## src/rtl/fifo_burst_drain.sv

```systemverilog
// Show-ahead FIFO read master: drains a programmed word count
// into Avalon-MM write bursts, each started only once fully buffered.
module fifo_burst_drain #(
    parameter int WIDTH     = 32,
    parameter int WIDTHU    = 4,
    parameter int MAX_BURST = 8,
    parameter int BURSTW    = 4,
    parameter int CNTW      = 16
) (
    input  logic              clk,
    input  logic              rst,
    input  logic              start,
    input  logic [31:0]       start_address,
    input  logic [CNTW-1:0]   start_count,
    output logic              busy,
    output logic              done,
    input  logic              fifo_empty,
    input  logic              fifo_full,
    input  logic [WIDTHU-1:0] fifo_usedw,
    input  logic [WIDTH-1:0]  fifo_q,
    output logic              fifo_rdreq,
    output logic [31:0]       avm_address,
    output logic              avm_write,
    output logic [WIDTH-1:0]  avm_writedata,
    output logic [BURSTW-1:0] avm_burstcount,
    input  logic              avm_waitrequest
);

    typedef enum logic [1:0] {
        IDLE,
        WAIT_DATA,
        BURST
    } state_t;

    localparam logic [CNTW-1:0] MAXB  = CNTW'(MAX_BURST);
    localparam logic [31:0]     BYTES = 32'(WIDTH / 8);

    state_t            state;
    state_t            state_nxt;
    logic [31:0]       addr;
    logic [CNTW-1:0]   remaining;
    logic [CNTW-1:0]   burst_len;
    logic [CNTW-1:0]   rem_after;
    logic [CNTW-1:0]   avail_w;
    logic [WIDTHU:0]   avail;
    logic [BURSTW-1:0] beats;
    logic              data_ok;
    logic              beat_ok;
    logic              last_beat;

    // usedw wraps to zero when full, so the full flag supplies the top bit
    assign avail     = fifo_full ? {1'b1, {WIDTHU{1'b0}}}
                                 : {1'b0, fifo_usedw};
    assign avail_w   = CNTW'(avail);
    assign burst_len = (remaining < MAXB) ? remaining : MAXB;
    assign data_ok   = !fifo_empty && (avail_w >= burst_len);

    assign avm_write     = (state == BURST);
    assign avm_writedata = fifo_q;
    assign beat_ok       = avm_write & ~avm_waitrequest;
    assign fifo_rdreq    = beat_ok;
    assign last_beat     = beat_ok && (beats == BURSTW'(1));
    assign rem_after     = remaining - CNTW'(avm_burstcount);
    assign busy          = (state != IDLE);

    // State register
    always_ff @(posedge clk) begin
        if (rst) state <= IDLE;
        else     state <= state_nxt;
    end

    // Next-state selection
    always_comb begin
        state_nxt = state;
        unique case (state)
            IDLE: begin
                if (start && start_count != '0)
                    state_nxt = WAIT_DATA;
            end
            WAIT_DATA: begin
                if (data_ok)
                    state_nxt = BURST;
            end
            BURST: begin
                if (last_beat)
                    state_nxt = (rem_after == '0) ? IDLE : WAIT_DATA;
            end
            default: state_nxt = IDLE;
        endcase
    end

    // Transfer counters, burst outputs and the done pulse
    always_ff @(posedge clk) begin
        if (rst) begin
            addr           <= '0;
            remaining      <= '0;
            beats          <= '0;
            avm_address    <= '0;
            avm_burstcount <= '0;
            done           <= 1'b0;
        end else begin
            done <= 1'b0;
            unique case (state)
                IDLE: begin
                    if (start) begin
                        if (start_count == '0) begin
                            done <= 1'b1;
                        end else begin
                            addr      <= start_address;
                            remaining <= start_count;
                        end
                    end
                end
                WAIT_DATA: begin
                    if (data_ok) begin
                        avm_address    <= addr;
                        avm_burstcount <= BURSTW'(burst_len);
                        beats          <= BURSTW'(burst_len);
                    end
                end
                BURST: begin
                    if (beat_ok) begin
                        beats <= beats - 1'b1;
                        if (last_beat) begin
                            remaining <= rem_after;
                            addr      <= addr + 32'(avm_burstcount) * BYTES;
                            if (rem_after == '0)
                                done <= 1'b1;
                        end
                    end
                end
                default: ;
            endcase
        end
    end

endmodule

```

## config.mk

```make
export PLATFORM = sky130hd
export DESIGN_NAME = fifo_burst_drain
export DESIGN_NICKNAME = d
export VERILOG_FILES = /design/src/rtl/fifo_burst_drain.sv
export SDC_FILE = /design/constraint.sdc
export NUM_CORES = 1
export LEC_CHECK = 0
export BUFFER_PORTS_ARGS = -buffer_cell sky130_fd_sc_hd__buf_4
export CAP_MARGIN = 20
export CORE_UTILIZATION = 45
export DETAILED_ROUTE_END_ITERATION = 6
export PLACE_DENSITY = 0.73
export SYNTH_ARGS = -nofsm -noshare
export SYNTH_HDL_FRONTEND = slang
export SYNTH_SLANG_ARGS = --single-unit
```

## constraint.sdc

```tcl
create_clock -name clk -period 4.4 [get_ports clk]
set_input_delay 0.22 -clock clk [delete_from_list [all_inputs] [get_ports clk]]
set_output_delay 0.22 -clock clk [all_outputs]
set_load 0.01 [all_outputs]
```

# Word level (Yosys, flattened, before mapping)
# Cells that the tools add are included.
[classes]
n_bitwise = 2
mux = 26
n_reduce_logical = 15
n_eq_ne = 9
n_addsub = 3
order_cmp = 2
[ops]
columns = ["operator", "n"]
rows = [
  ["32-bit two-way mux", 4],
  ["16-bit two-way mux", 5],
  ["32-bit one-hot mux with 2 select lines", 1],
  ["32-bit by 6-bit adder with 32-bit output", 1],
  ["16-bit logical NOT", 2],
  ["16-bit one-hot mux with 2 select lines", 1],
  ["5-bit by 16-bit greater-or-equal comparator with 1-bit output", 1],
  ["16-bit by 4-bit less-than comparator with 1-bit output (second input constant)", 1],
  ["16-bit nonzero test", 1],
  ["16-bit by 4-bit subtractor with 16-bit output", 1],
  ["4-bit two-way mux", 2],
  ["2-bit inequality test (second input constant)", 4],
  ["4-bit one-hot mux with 2 select lines", 1],
  ["1-bit two-way mux", 6],
  ["2-bit two-way mux", 3],
  ["2-bit one-hot mux with 3 select lines", 1],
  ["3-bit AND reduction", 2],
  ["2-bit nonzero test", 3],
  ["5-bit two-way mux", 1],
  ["5-bit AND reduction", 1],
  ["4-bit by 1-bit == test with 1-bit output (second input constant)", 1],
  ["2-bit by 1-bit inequality test with 1-bit output (second input constant)", 2],
  ["4-bit by 1-bit subtractor with 4-bit output (second input constant)", 1],
  ["1-bit logical AND", 3],
  ["other kinds (8)", 8],
]
[word_totals]
output_inout_bits = 72
word_cells = 64
reg_bits = 91
input_bits = 90

# Depth between registers and ports, before layout
# Gate-level depths: netlist of the first run.
[depth]
depth_word = 6
ltp_mapped = 14
depth_no_buf = 11

# Least setup slack after synthesis of the first run
# OpenSTA, ideal clock, no wires.
[synth_timing]
kind = "reg-to-reg"
start = "reg remaining[5]"
end = "reg avm_address[10]"
period_less_slack_ps = 2979
t_required_ps = 4268
arrival_ps = 2847
setup_time_ps = 132
stages_incl_launch_ff = 15
path_slack_ps = 1421
n_path_buf = 3
cell_sequence = "dfxtp_1 clkbuf_1 nor4_2 nand3b_1 nor2_2 nand2_1 ha_1 nand2_1 o21ai_0 a21oi_1 or3b_2 clkbuf_1 clkbuf_1 nand2_1 a21oi_1"
[synth_between]
elab_chain_cells = 5
[synth_rtl]
columns = ["item", "line_no", "text"]
rows = [
  ["from (decl)", "41", "logic [CNTW-1:0] remaining;"],
  ["from (signal assigned)", "110", "remaining <= start_count;"],
  ["from (signal assigned)", "125", "remaining <= rem_after;"],
  ["16-bit by 4-bit less-than comparator with 1-bit output", "55", "assign burst_len = (remaining < MAXB) ? remaining : MAXB;"],
  ["16-bit two-way mux *", "55", ""],
  ["5-bit by 16-bit greater-or-equal comparator with 1-bit output *", "56", "assign data_ok = !fifo_empty && (avail_w >= burst_len);"],
  ["1-bit logical AND *", "56", ""],
  ["2-bit AND reduction (no source line) *", "--", ""],
  ["to (signal assigned)", "116", "avm_address <= addr;"],
  ["to (decl)", "22", "output logic [31:0] avm_address,"],
]
# Mark *: on every way between the ends. The rest lies on a longest branch, timed or not.
# A chain may end at the register's enable or synchronous reset.

# Worst setup path in the final report of the first run
[layout_timing]
start = "reg remaining[8]"
end = "reg avm_address[20]"
[layout_between]
elab_chain_cells = 5
[layout_rtl]
columns = ["item", "line_no", "text"]
rows = [
  ["16-bit by 4-bit less-than comparator with 1-bit output", "55", ""],
  ["16-bit two-way mux", "55", ""],
  ["named net burst_len[0]", "42", "logic [CNTW-1:0] burst_len;"],
  ["5-bit by 16-bit greater-or-equal comparator with 1-bit output", "56", ""],
  ["1-bit logical AND", "56", ""],
  ["2-bit AND reduction (no source line)", "--", ""],
]
# The timed path passes the listed nets, and every way through them passes these cells.

==> flow_summary.json, run 1 <==
{
  "status": "finished, violations left",
  "violations": "DRC",
  "ys_types": 69,
  "die_h_um": 111.2,
  "critPathKind": "flip-flop to flip-flop",
  "synth_cells": 711,
  "grt_setup_unrepaired": "false",
  "drt-initial-drc-count": 517,
  "setup-violations-final": 0,
  "ys_async_sr_fraction": 0,
  "io-pin-count": 162,
  "peakVddDrop_uv": 256.8,
  "core_um2": 11520,
  "die_area_um2": 12350,
  "wl_per_cell_um": 17.30,
  "internal-power_mw": 1.430,
  "cts_setup_buffers": 0,
  "p_leak_nw": 2.340,
  "row_count": 39,
  "clock.fmax_mhz": 274.6,
  "finalWeightedCongestion": 0.8910,
  "relSlewSlack": 0.3447,
  "grt_usage": 0.2500,
  "num_vias": 5397,
  "hold_viol": 0,
  "min_path_cells": 3,
  "ys.flop_type": "dfxtp_1",
  "grt_max_degree": 94,
  "dpl_cell_area_um2": 5852,
  "netSwitchingFraction": 0.2968,
  "syn_nets": 818,
  "syn-cell-area_um2": 5361,
  "switchingPower_mw": 0.6036,
  "regToRegSetupSlack_ns": 0.76,
  "syn_to_final_growth_pct": 14.49,
  "via_per_inst": 6.030,
  "htreeDepth": 3,
  "hold_class": "input port to flip-flop",
  "power_density_nw_per_um2": 331.3,
  "clockBufferDepth": 2,
  "report.final.slew_viol_count": 0,
  "hold-path-endpoint": "addr[1]",
  "path_common_cell": "a21oi_1",
  "final_cell_mix": "135 x nand2_1, 104 x buf_4, 91 x dfxtp_1",
  "hold_buffers": 0,
  "multi_input_area_um2": 3010,
  "cts.repair.resized": 0,
  "yosysTopAreaCell": "dfxtp_1",
  "clk_root_buffer_cell": "clkbuf_16",
  "grt_pass1_vias": 5033,
  "synth_edf_count": 0,
  "ys_warn_count": 0,
  "critPathMaxFanout": 33,
  "nets": 855,
  "netlist.area_leader.share": 0.3398,
  "reg2reg_to": "avm_address[20]",
  "seqCellArea_um2": 1822,
  "p_seq_frac": 0.455,
  "grt-ovfl-total": 0,
  "dp_hpwl_mm": 10.79,
  "grt_pass1_wl_mm": 24.81,
  "drive_above_1_share": 0.1875,
  "stdcell_area_um2": 6138,
  "clkSlewWorstSetupHoldPaths_ns": 0.06,
  "drc": 24,
  "r2r_cells": 11,
  "drt.antenna.violating_nets": 0,
  "diodes": 0,
  "startpoint_type": "flip-flop",
  "clkLatencyLatePin_ns": 0.35,
  "critPathArrivalTime_ns": 3.91,
  "worst_slew_pin_slew_ns": 0.9830,
  "ys_seq_elements": 91,
  "min_from": "start_address[1]",
  "path_cells": "nor4_2, nand3b_1, nor3_1, ha_1, nor2b_1, o21ai_0, a21oi_1, or3b_2, buf_4, nand2_1, a21oi_1",
  "start_util": 0.4656,
  "routed_wl_mm": 15.48,
  "comb_power_share": 0.180,
  "cts_tree": "done",
  "fin_crit_sh": 0.8277,
  "cts_buffers": 9,
  "cpMaxStageDelayCell": "or3b_2",
  "port-buffer-count": 97,
  "period_minus_slack_ns": 3.642,
  "cp-startpoint": "remaining[8]",
  "final_common_cell": "nand2_1",
  "clock-sinks": 91,
  "fillCellCount": 1127,
  "dr.pass1.iters": 7,
  "maxCapViolations": 0,
  "ys_top_cells_by_area": "dfxtp_1 34%, nand2_1 9.5%, a21oi_1 7.2%",
  "crit_required_ns": 4.67,
  "skew_ns": 0.008737,
  "r2r_start": "remaining[8]",
  "fin_tns_setup_ns": 0,
  "end_kind": "flip-flop",
  "clockPowerShare": 0.366,
  "fp.dieW_um": 111.2,
  "slowest_delay_ns": 0.64,
  "antenna_found_initial": 0,
  "avgSynthCellArea_um2": 7.541,
  "seq_area_frac_synth": 0.3398,
  "total_power_mw": 2.034
}
==> power by group through the flow <==
stage          registers [mW]  clock network, mW  logic [mW]
6_report                0.925              0.744       0.366
5_1_grt                 0.932              0.781       0.404
4_1_cts                 0.923              0.752       0.361
3_5_place_dp            0.941                  0       0.359
3_3_place_gp            0.938                  0       0.351
2_1_floorplan           0.924                  0       0.282
==> registers in the layout, summed over array words and instances (netlist names) <==
name            cells
avm_address        32
remaining          16
done                1
state               2
addr               32
avm_burstcount      4
beats               4
==> per-stage QoR <==
| step | setup slack (ns) | utilization | instances | hold slack, ns |
|---|---|---|---|---|
| after floorplan | 1.421 | - | 711 | 0.3672 |
| after global placement | 1.061 | 0.5081 | 879 | 0.4400 |
| after detailed placement | 0.8416 | 0.5081 | 879 | 0.4401 |
| after CTS | 0.8191 | 0.5324 | 894 | 0.1162 |
| after global routing | 0.5378 | 0.5330 | 895 | 0.1418 |
| final | 0.7580 | 0.5330 | 895 | 0.1216 |
==> worst max path at each step <==
stage	endpoint	cells past startpoint	slack (ns)
2_1_floorplan	avm_address[10]	14	1.42
3_3_place_gp	avm_burstcount[3]	11	1.06
3_5_place_dp	avm_address[20]	11	0.84
4_1_cts	avm_burstcount[3]	11	0.82
5_1_grt	avm_address[18]	12	0.54
6_report	avm_address[20]	11	0.76
==> kinds of logic (layout without fill, tap and decap cells) <==
family                   after synthesis  count (layout)  synth area share
multiplexers                           5               5          0.009568
buffers and inverters                 96             137            0.1001
AO/OA/AOI/OAI                        203             203            0.2380
other                                  1               1         0.0006994
flip-flops                            91              91            0.3398
XOR/XNOR                               3               3          0.004902
AND/OR/NAND/NOR                      295             295            0.2644
adder cells (fa/ha/maj)               17              17           0.04247
==> synthesized netlist by cell type (all sizes together) (10+ instances only) <==
library cell	count
nand2	135
nor4	10
o31ai	11
nor3	17
clkbuf	32
nand4	12
nor2	56
ha	15
dfxtp	91
inv	18
o21ai	33
a31oi	11
a22oi	13
buf	45
a21oi	77
nand3	19
==> layer usage <==
| layer | up-vias | track usage | part of all wire |
|---|---|---|---|
| li1 | 2569 | - | - |
| met1 | 2534 | 0.3378 | 0.45 |
| met2 | 258 | 0.3920 | 0.45 |
| met3 | 36 | 0.03882 | 0.077 |
| met4 | 0 | 0.1153 | 0.024 |
| met5 | - | 0 | 0 |
==> area by class of cell <==
| cell class | instances | area share |
|---|---|---|
| clock buffer | 11 | 0.04117 |
| clock inverter | 4 | 0.004280 |
| inverter | 18 | 0.01101 |
| multi-input combinational | 524 | 0.4904 |
| sequential | 91 | 0.2968 |
| tap | 143 | 0.02915 |
| timing repair buffer | 104 | 0.1272 |
==> worst max-delay path, delay by kind of cell (launching register included) <==
family                   cells  cell delay, ns
AO/OA/AOI/OAI                3            0.50
flip-flops                   1            0.36
buffers and inverters        1            0.27
AND/OR/NAND/NOR              6            2.09
adder cells (fa/ha/maj)      1            0.32
No activity file was read; power rests on OpenSTA's default activity.
==> run 2: changes to the inputs <==
Clock period 4.4 ns to 3.4 ns, I/O delays scaled along.
==> flow_summary.json, run 2 (synthesis results as in run 1) <==
{
  "start_util": 0.4656,
  "antenna_found_initial": 0,
  "top_regs": "addr: 32 flops, avm_address: 32 flops, remaining: 16 flops",
  "path_cells": "nor4_4, nand3b_1, nor2_2, nand2_1, ha_1, nand2_1, o21ai_0, a21oi_1, or3b_2, buf_4, nand2_1, a21oi_1",
  "end_kind": "flip-flop",
  "cts_buffers": 9,
  "dp_worst_setup_slack_ns": 0.2237,
  "period_minus_slack_ns": 3.081,
  "dp_cells": 888,
  "dr.pass1.iters": 7,
  "critPathMaxFanout": 9,
  "grt-ovfl-total": 0,
  "min_from": "start_address[1]",
  "peakVddDrop_uv": 264.6,
  "cts_tree": "done",
  "dp_hpwl_mm": 10.54,
  "row_count": 39,
  "final_cell_mix": "135 x nand2_1, 110 x buf_4, 91 x dfxtp_1",
  "status": "finished, violations left",
  "layout_setup_ws_ns": 0.3188,
  "hold_class": "input port to flip-flop",
  "drc": 24,
  "drive_above_1_share": 0.1958,
  "setup-violations-final": 0,
  "grt_pass1_vias": 4949,
  "routed_wl_mm": 15.20,
  "fillCellCount": 1126,
  "p_leak_nw": 2.393,
  "report.final.slew_viol_count": 0,
  "cts_setup_buffers": 0,
  "critPathArrivalTime_ns": 3.27,
  "final_common_cell": "nand2_1",
  "clkSlewWorstSetupHoldPaths_ns": 0.07,
  "skew_ns": 0.006101,
  "startpoint_type": "flip-flop",
  "drt-initial-drc-count": 504,
  "grt_pass1_wl_mm": 24.81,
  "via_per_inst": 5.894,
  "r2r_start": "remaining[6]",
  "fp.dieW_um": 111.2,
  "seqCellArea_um2": 1822,
  "die_h_um": 111.2,
  "fin_cells": 904,
  "drt.antenna.violating_nets": 0,
  "slowest_delay_ns": 0.55,
  "nets": 863,
  "clk_root_buffer_cell": "clkbuf_16",
  "grt_usage": 0.2486,
  "path_delay_family": "simple AND/OR/NAND/NOR gates",
  "fin_crit_sh": 0.9062,
  "multi_input_area_um2": 3025,
  "power_density_nw_per_um2": 424.9,
  "clock.fmax_mhz": 324.6,
  "critPathKind": "flip-flop to flip-flop",
  "relSlewSlack": 0.3396,
  "clock-sinks": 91,
  "syn_to_final_growth_pct": 16.34,
  "path_common_cell": "nand2_1",
  "hold_buffers": 0,
  "clkLatencyLatePin_ns": 0.35,
  "cts.repair.resized": 0,
  "clockBufferDepth": 2,
  "die_area_um2": 12350,
  "violations": "DRC",
  "diodes": 0,
  "min_path_cells": 3,
  "fin_tns_setup_ns": 0,
  "cp_num_buf_inv": 1,
  "maxCapViolations": 0,
  "core_um2": 11520,
  "htreeDepth": 3,
  "grt_setup_unrepaired": "false",
  "port-buffer-count": 97,
  "worst_slew_pin_slew_ns": 0.9906,
  "num_vias": 5328,
  "reg2reg_to": "avm_address[25]",
  "crit_required_ns": 3.59,
  "hold_viol": 0,
  "regToRegSetupSlack_ns": 0.32,
  "cpMaxStageDelayCell": "or3b_2",
  "wl_per_cell_um": 16.82,
  "grt_max_degree": 94,
  "r2r_cells": 12,
  "io-pin-count": 162,
  "finalWeightedCongestion": 0.8808,
  "hold-path-endpoint": "addr[1]"
}
[run 2: cell types whose count changed in the layout (fill, tap and decap cells not counted), sizes merged]
cell,previous run,this run
clkinv,3,2
inv,18,20
buf,104,112
[run 2: worst max path at each step]
| stage | startpoint | endpoint | cells past startpoint | slack (ns) |
|---|---|---|---|---|
| floorplan | remaining[5] | avm_address[10] | 14 | 0.42 |
| global placement | remaining[6] | avm_address[7] | 12 | 0.41 |
| detailed placement | remaining[6] | avm_address[8] | 12 | 0.22 |
| CTS | remaining[6] | avm_address[8] | 12 | 0.21 |
| global route | remaining[8] | avm_address[25] | 12 | 0.006 |
| finish | remaining[6] | avm_address[25] | 12 | 0.32 |
[run 2: stage by stage]
| stage | area [um^2] | hold WS, ns | utilization | total power [mW] |
|---|---|---|---|---|
| 3_3_place_gp | 5944 | 0.3401 | 0.5162 | 1.686 |
| 3_5_place_dp | 5944 | 0.3401 | 0.5162 | 1.697 |
| 6_report | 6237 | 0.06526 | 0.5416 | 2.650 |
| 4_1_cts | 6222 | 0.07293 | 0.5403 | 2.643 |
| 2_1_floorplan | 5361 | 0.3172 | - | 1.560 |
| 5_1_grt | 6237 | 0.07078 | 0.5416 | 2.765 |
[run 2: power by group]
| part | switching (mW) | total, mW | internal (mW) |
|---|---|---|---|
| Combinational | 0.280 | 0.490 | 0.210 |
| Sequential | 0.0738 | 1.20 | 1.12 |
| Clock | 0.444 | 0.963 | 0.519 |
[run 2: worst min-delay path, delay by kind of cell]
family                 cells  cell delay [ns]
buffers and inverters      1             0.08
and+or+nand+nor            1             0.07
muxes                      1             0.06
[run 2: routing by layer]
| layer | up-vias | part of all wire | GRT usage |
|---|---|---|---|
| li1 | 2584 | - | - |
| met1 | 2496 | 0.46 | 0.3508 |
| met2 | 217 | 0.45 | 0.3857 |
| met3 | 31 | 0.069 | 0.03937 |
| met4 | 0 | 0.018 | 0.08288 |
| met5 | - | 0 | 0 |
[run 2: layout make-up]
cell class / count / share of cell area
Multi-Input combinational cell: 524 / 0.4851
Sequential cell: 91 / 0.2921
Timing Repair Buffer: 112 / 0.1388
Clock buffer: 11 / 0.03892
Tap cell: 143 / 0.02869
Inverter: 18 / 0.01083
Clock inverter: 5 / 0.005617
